--- src/rtl/tf_bus_pkg.sv ---
// Shared types and constants for the VPA/E peripheral responder.
package tf_bus_pkg;

  typedef enum logic [2:0] {
    IDLE   = 3'd0,
    ASSERT = 3'd1,
    WAITE  = 3'd2,
    XFER   = 3'd3,
    DONE   = 3'd4
  } bus_state_t;

  localparam logic [3:0] REG_TALO = 4'd4;
  localparam logic [3:0] REG_TAHI = 4'd5;
  localparam logic [3:0] REG_ICR  = 4'd13;
  localparam logic [3:0] REG_CRA  = 4'd14;

  localparam int ICR_TA_BIT      = 0;  // TAF on read, mask bit on write
  localparam int ICR_IR_BIT      = 7;  // IR on read, set/clear select on write
  localparam int CRA_START_BIT   = 0;
  localparam int CRA_ONESHOT_BIT = 3;

  // Pick the byte lane this peripheral lives on (1 = D[7:0], 0 = D[15:8]).
  function automatic logic [7:0] lane_byte(input logic [15:0] d, input bit lane);
    return lane ? d[7:0] : d[15:8];
  endfunction

endpackage

--- src/rtl/vpa_timer.sv ---
// vpa_timer: CIA-style 16-bit down-counter with latch, START/ONESHOT control,
// underflow flag TAF, interrupt mask and registered active-low interrupt.
module vpa_timer
  import tf_bus_pkg::*;
(
  input  logic       CLK7M,
  input  logic       RESET,
  input  logic       efall,
  input  logic       wr_en,
  input  logic       rd_en,
  input  logic [3:0] idx,
  input  logic [7:0] wdata,
  output logic [7:0] rdata,
  output logic       INT_n
);

  logic [7:0]  talo, tahi;
  logic [15:0] counter;
  logic        start, oneshot, taf, mask;
  logic        underflow;

  assign underflow = efall & start & (counter == 16'd0);

  // Latch, counter, control and flag state; counting is paced by E falling edges.
  always_ff @(posedge CLK7M or negedge RESET) begin
    if (!RESET) begin
      talo    <= '0;
      tahi    <= '0;
      counter <= '0;
      start   <= 1'b0;
      oneshot <= 1'b0;
      taf     <= 1'b0;
      mask    <= 1'b0;
      INT_n   <= 1'b1;
    end else begin
      if (wr_en && idx == REG_TALO) talo <= wdata;
      if (wr_en && idx == REG_TAHI) tahi <= wdata;

      // A stopped timer takes the full latch value when the high byte is written.
      if (wr_en && idx == REG_TAHI && !start)
        counter <= {wdata, talo};
      else if (efall && start)
        counter <= (counter == 16'd0) ? {tahi, talo} : counter - 16'd1;

      // A CRA write wins over a one-shot auto-stop on the same edge.
      if (wr_en && idx == REG_CRA) begin
        start   <= wdata[CRA_START_BIT];
        oneshot <= wdata[CRA_ONESHOT_BIT];
      end else if (underflow && oneshot) begin
        start <= 1'b0;
      end

      // Underflow beats the read-to-clear so a coincident event is never lost.
      if (underflow)
        taf <= 1'b1;
      else if (rd_en && idx == REG_ICR)
        taf <= 1'b0;

      if (wr_en && idx == REG_ICR)
        mask <= wdata[ICR_IR_BIT] ? (mask | wdata[ICR_TA_BIT]) : (mask & ~wdata[ICR_TA_BIT]);

      INT_n <= ~(taf & mask);
    end
  end

  // Register read mux for the timer indices; anything else reads zero.
  always_comb begin
    rdata = 8'h00;
    case (idx)
      REG_TALO: rdata = counter[7:0];
      REG_TAHI: rdata = counter[15:8];
      REG_ICR:  rdata = {taf & mask, 6'b000000, taf};
      REG_CRA:  rdata = {4'b0000, oneshot, 2'b00, start};
      default:  rdata = 8'h00;
    endcase
  end

endmodule

--- src/rtl/vpa_e_responder.sv ---
// vpa_e_responder: target side of the 68000 VPA/VMA/E synchronous cycle,
// backing a small 8-bit register file. Define VPA_TIMER_EN to add the timer
// (indices 4,5,13,14 and INT_n); without it those indices are plain scratch.
//
// state  | meaning
// IDLE   | waiting for an address hit
// ASSERT | VPA driven low, waiting for master VMA
// WAITE  | VMA seen, waiting for E high (read data captured on leaving)
// XFER   | E high phase, transfer commits on the E falling edge
// DONE   | VPA released, waiting for AS to rise
module vpa_e_responder
  import tf_bus_pkg::*;
#(
  parameter logic [11:0] BASE_ADDR = 12'hBFE,
  parameter bit          LANE      = 1'b1
) (
  input  logic        CLK7M,
  input  logic        RESET,
  input  logic        AS,
  input  logic        UDS,
  input  logic        LDS,
  input  logic        RW00,
  input  logic [23:1] A,
  input  logic [15:0] DIN,
  output logic [15:0] DOUT,
  output logic        DOE,
  input  logic        VMA,
  input  logic        E,
  output logic        VPA,
  output logic        INT_n
);

  bus_state_t  state, state_nx;
  logic        e_d, efall, hit;
  logic [3:0]  idx_q;
  logic        rw_q;
  logic        commit, wr_commit, rd_commit;
  logic [7:0]  wr_byte, rd_byte, tmr_rdata;
  logic [7:0]  regs [0:15];
  logic        unused_bits;

  function automatic logic is_scratch(input logic [3:0] idx);
`ifdef VPA_TIMER_EN
    return idx < 4'd4;
`else
    return (idx < 4'd4) || idx == REG_TALO || idx == REG_TAHI ||
           idx == REG_ICR || idx == REG_CRA;
`endif
  endfunction

  assign hit       = ~AS & (A[23:12] == BASE_ADDR) & (LANE ? ~LDS : ~UDS);
  assign efall     = e_d & ~E;
  assign commit    = (state == XFER) & efall & ~AS;
  assign wr_commit = commit & ~rw_q;
  assign rd_commit = commit & rw_q;
  assign wr_byte   = lane_byte(DIN, LANE);
  assign rd_byte   = is_scratch(idx_q) ? regs[idx_q] : tmr_rdata;
  assign unused_bits = ^{A[11:5], DIN};

  // State register, E edge detector and the cycle's latched index/direction.
  always_ff @(posedge CLK7M or negedge RESET) begin
    if (!RESET) begin
      state <= IDLE;
      e_d   <= 1'b0;
      idx_q <= '0;
      rw_q  <= 1'b1;
    end else begin
      state <= state_nx;
      e_d   <= E;
      if (state == IDLE && hit) begin
        idx_q <= A[4:1];
        rw_q  <= RW00;
      end
    end
  end

  // Next-state and bus outputs; an early AS release always aborts to IDLE.
  always_comb begin
    state_nx = state;
    VPA      = 1'b1;
    DOE      = 1'b0;
    case (state)
      IDLE:   if (hit) state_nx = ASSERT;
      ASSERT: begin
        VPA = 1'b0;
        if (AS)        state_nx = IDLE;
        else if (!VMA) state_nx = WAITE;
      end
      WAITE: begin
        VPA = 1'b0;
        DOE = RW00 & ~AS;
        if (AS)     state_nx = IDLE;
        else if (E) state_nx = XFER;
      end
      XFER: begin
        VPA = 1'b0;
        DOE = RW00 & ~AS;
        if (AS)         state_nx = IDLE;
        else if (efall) state_nx = DONE;
      end
      DONE: begin
        DOE = RW00 & ~AS;
        if (AS) state_nx = IDLE;
      end
      default: state_nx = IDLE;
    endcase
  end

  // Read data is sampled as the cycle enters XFER and held through DONE.
  always_ff @(posedge CLK7M or negedge RESET) begin
    if (!RESET)
      DOUT <= '0;
    else if (state == WAITE && !AS && E)
      DOUT <= {rd_byte, rd_byte};
  end

  // Scratch registers; unmapped entries are never written and read as zero.
  always_ff @(posedge CLK7M or negedge RESET) begin
    if (!RESET) begin
      for (int i = 0; i < 16; i++) regs[i] <= '0;
    end else if (wr_commit && is_scratch(idx_q)) begin
      regs[idx_q] <= wr_byte;
    end
  end

`ifdef VPA_TIMER_EN
  vpa_timer u_timer (
    .CLK7M (CLK7M),
    .RESET (RESET),
    .efall (efall),
    .wr_en (wr_commit),
    .rd_en (rd_commit),
    .idx   (idx_q),
    .wdata (wr_byte),
    .rdata (tmr_rdata),
    .INT_n (INT_n)
  );
`else
  logic unused_rd;
  assign unused_rd = rd_commit;
  assign tmr_rdata = 8'h00;
  assign INT_n     = 1'b1;
`endif

endmodule

--- config.mk ---
export PLATFORM = sky130hd
export DESIGN_NAME = vpa_e_responder
export DESIGN_NICKNAME = d
export VERILOG_FILES = /design/src/rtl/tf_bus_pkg.sv /design/src/rtl/vpa_timer.sv /design/src/rtl/vpa_e_responder.sv
export SDC_FILE = /design/constraint.sdc
export NUM_CORES = 1
export LEC_CHECK = 0
export CORE_MARGIN = 1.5
export CORE_UTILIZATION = 30
export DETAILED_ROUTE_END_ITERATION = 12
export GPL_TIMING_DRIVEN = 0
export HOLD_SLACK_MARGIN = 0.03
export SLEW_MARGIN = 20
export SYNTH_ARGS = -nofsm -noshare
export SYNTH_HDL_FRONTEND = slang
export SYNTH_HIERARCHICAL = 1
export SYNTH_SLANG_ARGS = --single-unit
export TNS_END_PERCENT = 20
--- constraint.sdc ---
create_clock -name CLK7M -period 2.35 [get_ports CLK7M]
set_input_delay 0.47 -clock CLK7M [delete_from_list [all_inputs] [get_ports CLK7M]]
set_output_delay 0.47 -clock CLK7M [all_outputs]
set_load 0.05 [all_outputs]
==> metrics.txt, run 1 <==
# TYPE chip_impl_metric gauge
chip_impl_info{name="result_of_the_run",value="finished clean"} 1
chip_impl_metric{name="core.rowCount",unit=""} 52
chip_impl_metric{name="ios",unit=""} 66
chip_impl_metric{name="cts.sinks",unit=""} 145
chip_impl_metric{name="met2WireLength",unit="mm"} 6.14
chip_impl_metric{name="drt-wirelength-per-cell",unit="µm"} 16.8
chip_impl_metric{name="synthDominantCellAreaShare",unit="%"} 58.8
chip_impl_metric{name="die_width",unit="µm"} 146
chip_impl_metric{name="fin_crit",unit="ns"} 2.29
chip_impl_metric{name="min_path_cells",unit=""} 2
chip_impl_info{name="routed.top_layer",value="met4"} 1
chip_impl_metric{name="clockBufferDepth",unit=""} 2
chip_impl_metric{name="finalClockSkew",unit="ns"} 0.0103
chip_impl_metric{name="pin_count_of_the_biggest_net_entering_global_routing",unit=""} 87
chip_impl_metric{name="slew_viol_final",unit=""} 0
chip_impl_metric{name="die_h",unit="µm"} 146
chip_impl_metric{name="grt_pass1_vias",unit=""} 3977
chip_impl_metric{name="wl_met3",unit="µm"} 573
chip_impl_metric{name="number_of_nets_still_failing_antenna_checks_after_routing",unit=""} 0
chip_impl_metric{name="effective_utilization_at_floorplan",unit="%"} 30.4
chip_impl_metric{name="detail_route.iter0.violations",unit=""} 203
chip_impl_metric{name="max_freq",unit="MHz"} 437
chip_impl_metric{name="cp_data_arrival_time",unit="ns"} 2.59
chip_impl_metric{name="globalRouteTotalUtil",unit="%"} 13.2
chip_impl_metric{name="yosysUniqueCellTypes",unit=""} 40
chip_impl_metric{name="power_density",unit="mW/mm²"} 717
chip_impl_metric{name="synth-seq-cells",unit=""} 145
chip_impl_info{name="min_path_type",value="in -> reg"} 1
chip_impl_info{name="timing_worst_setup_path_type",value="reg -> reg"} 1
chip_impl_metric{name="drive_above_1_share",unit="%"} 31.2
chip_impl_metric{name="yosys_warnings",unit=""} 6
chip_impl_metric{name="leakagePower",unit="µW"} 0.00349
chip_impl_info{name="cts_root_buffer",value="sky130_fd_sc_hd__clkbuf_16"} 1
chip_impl_info{name="tritoncts_clock_tree",value="built"} 1
chip_impl_info{name="synthTopCellsByCount",value="sky130_fd_sc_hd__dfrtp_1, sky130_fd_sc_hd__clkbuf_1, sky130_fd_sc_hd__mux2_2"} 1
chip_impl_metric{name="wirelength_met1",unit="mm"} 6.16
chip_impl_metric{name="drt-pass1-iter-count",unit=""} 4
chip_impl_metric{name="fin_nets",unit=""} 550
chip_impl_metric{name="insertedDiodeCount",unit=""} 0
chip_impl_metric{name="sequential_to_total_area_share_from_yosys_stat",unit="%"} 59.2
chip_impl_metric{name="fin_setup_tns",unit="ns"} 0
chip_impl_metric{name="ir_worst_vdd",unit="mV"} 0.416
chip_impl_metric{name="clock_insertion_delay_worst_skew",unit="ns"} 0.42
chip_impl_metric{name="cap_violations",unit=""} 0
chip_impl_metric{name="cts-htree-levels",unit=""} 4
chip_impl_metric{name="synth-edff-count",unit=""} 0
chip_impl_metric{name="worstMarginPinSlew",unit="ns"} 0.644
chip_impl_metric{name="die_area",unit="mm²"} 0.0213
chip_impl_metric{name="synthesis.instances",unit=""} 434
chip_impl_metric{name="place_hpwl",unit="mm"} 8.92
chip_impl_metric{name="cts_setup_buffers",unit=""} 0
chip_impl_metric{name="grt_antenna_before_repair",unit=""} 0
chip_impl_metric{name="finalWeightedCongestion",unit=""} 0.751
chip_impl_metric{name="area_growth_syn_to_layout",unit="%"} 24.5
chip_impl_info{name="synthMostInstantiatedCell",value="sky130_fd_sc_hd__dfrtp_1"} 1
chip_impl_metric{name="global_route.overflow_total",unit=""} 0
chip_impl_metric{name="number_of_vias_after_detailed_routing",unit=""} 3656
chip_impl_metric{name="netlist_area",unit="mm²"} 0.00613
chip_impl_metric{name="hold_ws",unit="ns"} 0.412
chip_impl_metric{name="report.final.setup_viol",unit=""} 0
chip_impl_info{name="setup.worst_path.start_class",value="flop"} 1
chip_impl_metric{name="clock_buffer_count_from_cts",unit=""} 17
chip_impl_metric{name="timing.max_slew.rel_slack",unit="%"} 57.0
chip_impl_info{name="dominantRegCellSynth",value="sky130_fd_sc_hd__dfrtp_1"} 1
chip_impl_metric{name="worstPathRequired",unit="ns"} 2.65
chip_impl_info{name="setup_repair_after_global_routing_missed_its_margin",value="false"} 1
chip_impl_metric{name="core_region_area",unit="mm²"} 0.0202
chip_impl_metric{name="synth.net_count",unit=""} 481
chip_impl_metric{name="layout_worst_path_cycle_share",unit="%"} 97.3
chip_impl_info{name="synth_top_cells_by_area",value="sky130_fd_sc_hd__dfrtp_1, sky130_fd_sc_hd__mux2_2, sky130_fd_sc_hd__mux4_2"} 1
chip_impl_metric{name="final-hold-violation-count",unit=""} 0
chip_impl_metric{name="clock_pin_slew_worst_setup_and_hold_paths",unit="ns"} 0.06
chip_impl_info{name="yosys.area.top_type",value="sky130_fd_sc_hd__dfrtp_1"} 1
chip_impl_metric{name="ys_async_sr_fraction",unit="%"} 100
chip_impl_metric{name="drt-total-wl",unit="mm"} 13.2
chip_impl_metric{name="synthesis.area_per_instance",unit="µm²"} 14.1
chip_impl_metric{name="rr_worst_depth",unit=""} 6
chip_impl_metric{name="avgViaCountPerCell",unit=""} 4.65
chip_impl_metric{name="global_route_wire_length_before_repair",unit="mm"} 21.5
chip_impl_info{name="worstSetupEndpointType",value="flop"} 1
chip_impl_metric{name="drcViolationCount",unit=""} 0
chip_impl_metric{name="crit_fanout",unit=""} 9
chip_impl_metric{name="io_buffer_count",unit=""} 48
[kinds of logic (layout without fill, tap and decap cells)]
family / after synthesis / in the layout / share of synthesized area, %
compound gates: 35 / 35 / 4.61
buf+inv: 90 / 172 / 6.33
mux: 111 / 111 / 24.2
simple gates: 52 / 52 / 5.57
other cells: 1 / 1 / 0.0612
flops: 145 / 145 / 59.2
[power breakdown]
part           internal, µW  switching (µW)  total [µW]  leakage, µW
Clock                  1850             989        2840     0.000316
Sequential             2500           0.710        2500      0.00202
Combinational          57.1            81.3         138      0.00115
[registers in the layout, summed over array words and instances, names as in the netlist]
name	flops
e_d	1
idx_q	4
DOUT	8
state	3
rw_q	1
regs	128
[area by class of cell]
cell class	count	area, µm²
Timing Repair Buffer	50	519
Multi-Input combinational cell	199	2120
Tap cell	270	338
Fill cell	1897	12500
Clock inverter	11	159
Sequential cell	145	3630
Clock buffer	21	470
Inverter	1	3.75
Buffer	89	394
[critical path, cell delays in order, from the launching register on]
cell and delay (ns):
sky130_fd_sc_hd__dfrtp_1 0.35, sky130_fd_sc_hd__buf_2 0.16, sky130_fd_sc_hd__or4b_4 0.55, sky130_fd_sc_hd__nor4_4 0.32, sky130_fd_sc_hd__and3_1 0.22, sky130_fd_sc_hd__buf_4 0.20, sky130_fd_sc_hd__mux2_2 0.36
[repair_timing]
item,4_1_cts,5_1_grt
endpoints found under the setup margin,6,49
hold endpoints to repair,58,0
gates resized for setup,5,9
hold buffers,1,0
[per-stage QoR]
step | cells | area, µm² | utilization (%) | power [µW] | worst slack (ns)
6_report | 786 | 7640 | 37.9 | 5480 | 0.0634
5_1_grt | 786 | 7640 | 37.9 | 5670 | 0.00828
3_5_place_dp | 753 | 6980 | 34.6 | 2680 | -0.447
3_3_place_gp | 752 | 6950 | 34.5 | 2670 | -4.58
2_1_floorplan | 434 | 6130 | - | 2560 | 0.0279
4_1_cts | 786 | 7620 | 37.8 | 5550 | -0.0294
[cell usage in the layout, fill, tap and decap left out, types with 3 or more instances in the layout]
| cell type | netlist | layout |
|---|---|---|
| sky130_fd_sc_hd__clkbuf_2 | 0 | 3 |
| sky130_fd_sc_hd__clkbuf_4 | 0 | 3 |
| sky130_fd_sc_hd__nor3b_1 | 5 | 4 |
| sky130_fd_sc_hd__bufinv_16 | 0 | 4 |
| sky130_fd_sc_hd__nand2_1 | 6 | 6 |
| sky130_fd_sc_hd__nand2_2 | 3 | 3 |
| sky130_fd_sc_hd__o2111a_1 | 4 | 4 |
| sky130_fd_sc_hd__buf_2 | 7 | 4 |
| sky130_fd_sc_hd__clkbuf_1 | 71 | 70 |
| sky130_fd_sc_hd__nor2_1 | 6 | 5 |
| sky130_fd_sc_hd__clkdlybuf4s50_1 | 0 | 44 |
| sky130_fd_sc_hd__a22o_1 | 7 | 7 |
| sky130_fd_sc_hd__a22oi_1 | 15 | 15 |
| sky130_fd_sc_hd__mux4_2 | 23 | 23 |
| sky130_fd_sc_hd__dfrtp_1 | 144 | 144 |
| sky130_fd_sc_hd__a21oi_1 | 4 | 4 |
| sky130_fd_sc_hd__buf_4 | 11 | 11 |
| sky130_fd_sc_hd__clkinv_2 | 0 | 6 |
| sky130_fd_sc_hd__nand2b_1 | 5 | 5 |
| sky130_fd_sc_hd__clkbuf_8 | 0 | 3 |
| sky130_fd_sc_hd__mux2i_1 | 18 | 18 |
| sky130_fd_sc_hd__mux2_2 | 70 | 70 |
| sky130_fd_sc_hd__nand3_2 | 4 | 4 |
| sky130_fd_sc_hd__clkbuf_16 | 0 | 17 |
| sky130_fd_sc_hd__nor2b_1 | 6 | 6 |
[metal layers]
metal | vias up | GRT usage (%)
met5 | - | 0
met1 | 1890 | 17.7
met4 | 0 | 6.41
met2 | 95 | 20.2
met3 | 25 | 3.17
li1 | 1646 | -
[final timing paths]
path / endpoint / startpoint / slack [ns]
max: regs[100] / state[2] / 0.06
min: state[2] / AS / 0.41
max reg2reg: regs[100] / state[2] / 0.06
min reg2reg: regs[4] / regs[4] / 0.45
max in group asynchronous: regs[35] / RESET / 1.01
min in group asynchronous: regs[34] / RESET / 0.56
No activity file was read; power rests on OpenSTA's default activity.
==> run 2, diff against run 1 <==
CAP_MARGIN = 20   (was unset)
CORE_UTILIZATION = 50   (was 30)
PLACE_DENSITY = 0.72   (was unset)
==> metrics.txt, run 2 (same netlist as run 1, synthesis figures left out) <==
# TYPE chip_impl_metric gauge
chip_impl_info{name="top_regs",value="regs x128, DOUT x8, idx_q x4"} 1
chip_impl_metric{name="global_route.overflow_total",unit=""} 0
chip_impl_metric{name="die_h",unit="µm"} 114
chip_impl_metric{name="area_growth_syn_to_layout",unit="%"} 21.0
chip_impl_info{name="rr_endpoint",value="regs[102]"} 1
chip_impl_info{name="cp_cell_sequence",value="buf_2 > or4b_4 > nor4_4 > and3_1 > buf_4 > mux2_2"} 1
chip_impl_metric{name="worstMarginPinSlew",unit="ns"} 0.680
chip_impl_metric{name="num-fill-cells",unit=""} 897
chip_impl_metric{name="cts.sinks",unit=""} 145
chip_impl_metric{name="rr_worst_depth",unit=""} 6
chip_impl_info{name="timing_worst_setup_path_type",value="reg -> reg"} 1
chip_impl_info{name="setup.worst_path.start_class",value="flop"} 1
chip_impl_metric{name="grt_pass1_vias",unit=""} 3935
chip_impl_info{name="critical_path.reg2reg.startpoint",value="state[2]"} 1
chip_impl_metric{name="timing.max_slew.rel_slack",unit="%"} 54.6
chip_impl_info{name="min_path_type",value="in -> async"} 1
chip_impl_info{name="tritoncts_clock_tree",value="built"} 1
chip_impl_metric{name="drcViolationCount",unit=""} 0
chip_impl_info{name="worstSetupEndpointType",value="flop"} 1
chip_impl_metric{name="largest_reg_flops",unit=""} 128
chip_impl_metric{name="max_freq",unit="MHz"} 438
chip_impl_metric{name="report.final.setup_viol",unit=""} 0
chip_impl_info{name="crit_path_top_delay_cell",value="sky130_fd_sc_hd__or4b_4"} 1
chip_impl_metric{name="core.rowCount",unit=""} 40
chip_impl_metric{name="effective_utilization_at_floorplan",unit="%"} 51.1
chip_impl_metric{name="detail_route.iter0.violations",unit=""} 230
chip_impl_metric{name="clock_insertion_delay_worst_skew",unit="ns"} 0.42
chip_impl_metric{name="layout_worst_path_cycle_share",unit="%"} 97.1
chip_impl_metric{name="worst-path-stages",unit=""} 6
chip_impl_info{name="final_cell_mix",value="sky130_fd_sc_hd__dfrtp_1, sky130_fd_sc_hd__clkbuf_1, sky130_fd_sc_hd__mux2_2, sky130_fd_sc_hd__clkdlybuf4s50_1, sky130_fd_sc_hd__mux4_2"} 1
chip_impl_info{name="cts_root_buffer",value="sky130_fd_sc_hd__clkbuf_16"} 1
chip_impl_metric{name="slew_viol_final",unit=""} 0
chip_impl_metric{name="cap_violations",unit=""} 0
chip_impl_metric{name="finalClockSkew",unit="ns"} 0.00796
chip_impl_metric{name="global_route_wire_length_before_repair",unit="mm"} 20.6
chip_impl_metric{name="cp.buffers_inverters",unit=""} 2
chip_impl_metric{name="ir_worst_vdd",unit="mV"} 0.503
chip_impl_metric{name="ios",unit=""} 66
chip_impl_metric{name="leakagePower",unit="µW"} 0.00345
chip_impl_metric{name="fin_crit",unit="ns"} 2.28
chip_impl_metric{name="drt-wirelength-per-cell",unit="µm"} 18.9
chip_impl_metric{name="clockBufferDepth",unit=""} 2
chip_impl_metric{name="insertedDiodeCount",unit=""} 0
chip_impl_metric{name="core_region_area",unit="mm²"} 0.0120
chip_impl_metric{name="grt_antenna_before_repair",unit=""} 0
chip_impl_metric{name="avgViaCountPerCell",unit=""} 5.59
chip_impl_metric{name="clock_buffer_count_from_cts",unit=""} 17
chip_impl_metric{name="globalRouteTotalUtil",unit="%"} 21.2
chip_impl_metric{name="clock_pin_slew_worst_setup_and_hold_paths",unit="ns"} 0.06
chip_impl_metric{name="place_hpwl",unit="mm"} 8.24
chip_impl_metric{name="die_area",unit="mm²"} 0.0129
chip_impl_metric{name="drt-total-wl",unit="mm"} 12.5
chip_impl_metric{name="fin_nets",unit=""} 550
chip_impl_info{name="mostFrequentLayoutCell",value="sky130_fd_sc_hd__dfrtp_1"} 1
chip_impl_metric{name="io_buffer_count",unit=""} 48
chip_impl_metric{name="drt-pass1-iter-count",unit=""} 5
chip_impl_metric{name="die_width",unit="µm"} 114
chip_impl_metric{name="number_of_vias_after_detailed_routing",unit=""} 3694
chip_impl_metric{name="power_density",unit="mW/mm²"} 705
chip_impl_metric{name="multi_input_area",unit="mm²"} 0.00212
chip_impl_metric{name="timing.reg2reg.setup_slack",unit="ns"} 0.07
chip_impl_metric{name="finalWeightedCongestion",unit=""} 0.757
chip_impl_metric{name="fin_setup_tns",unit="ns"} 0
chip_impl_info{name="result_of_the_run",value="finished clean"} 1
chip_impl_metric{name="crit_fanout",unit=""} 9
chip_impl_metric{name="final-hold-violation-count",unit=""} 0
chip_impl_metric{name="fin_worst_setup_slack",unit="ns"} 0.0679
chip_impl_metric{name="cp_data_arrival_time",unit="ns"} 2.58
chip_impl_metric{name="fin_cells",unit=""} 661
chip_impl_metric{name="pin_count_of_the_biggest_net_entering_global_routing",unit=""} 79
chip_impl_metric{name="cts-htree-levels",unit=""} 4
chip_impl_metric{name="number_of_nets_still_failing_antenna_checks_after_routing",unit=""} 0
chip_impl_metric{name="max_stage_delay",unit="ns"} 0.56
chip_impl_metric{name="worstPathRequired",unit="ns"} 2.64
chip_impl_metric{name="layout.area.seq",unit="mm²"} 0.00363
chip_impl_metric{name="dpl.cell_count",unit=""} 630
chip_impl_metric{name="drive_above_1_share",unit="%"} 30.7
chip_impl_info{name="critPathTopFamily",value="simple AND/OR/NAND/NOR gates"} 1
chip_impl_metric{name="pre_cts_slack",unit="ns"} -0.401
chip_impl_info{name="largest-register",value="regs"} 1
chip_impl_info{name="setup_repair_after_global_routing_missed_its_margin",value="false"} 1
## run 2: worst max-delay path by stage
stage | start | endpoint
finish | state[2] | regs[102]
global route | state[2] | regs[103]
CTS | idx_q[1] | DOUT[10]
detailed placement | AS | DOUT[13]
global placement | RESET | regs[10]
floorplan | state[1] | DOE
## run 2: metal layers
metal  vias to the layer above  share of wire [%]  wire length [µm]  GRT usage [%]
li1                       1648                  -                 -              -
met1                      1940                 45              5650           28.7
met2                        94                 50              6200           34.5
met3                        12                4.1               519           4.94
met4                         0                1.1               141           6.67
met5                         -                  0                 0              0
## run 2: layout make-up
class,instances,share of cell area (%)
plain buffers,89,5.26
clock buffers,21,6.21
clock inverters,9,1.48
inverters,1,0.0506
multi-input cells,199,28.6
flip-flops and latches,145,48.9
well taps,147,2.48
repair buffers,50,6.97
## run 2: stage by stage
stage	hold slack [ns]	utilization [%]	power, µW	instance area (µm²)
after global routing	0.0821	61.8	5380	7420
after global placement	0.434	56.6	2670	6800
after floorplan	0.174	-	2560	6130
final	0.0378	61.8	5230	7420
after detailed placement	0.443	56.9	2680	6830
after CTS	0.0557	61.6	5260	7400
## run 2: power breakdown
part	switching, µW	total [µW]	internal [µW]
Clock	988	2590	1600
Combinational	78.3	134	56.0
Sequential	0.838	2500	2500
Total	1070	5230	4160
## run 2: timing repair
action	4_1_cts	5_1_grt
hold buffers	0	0
pin swaps	0	1
resized for setup	6	9
buffers inserted	0	1
endpoints found under the setup margin	3	37
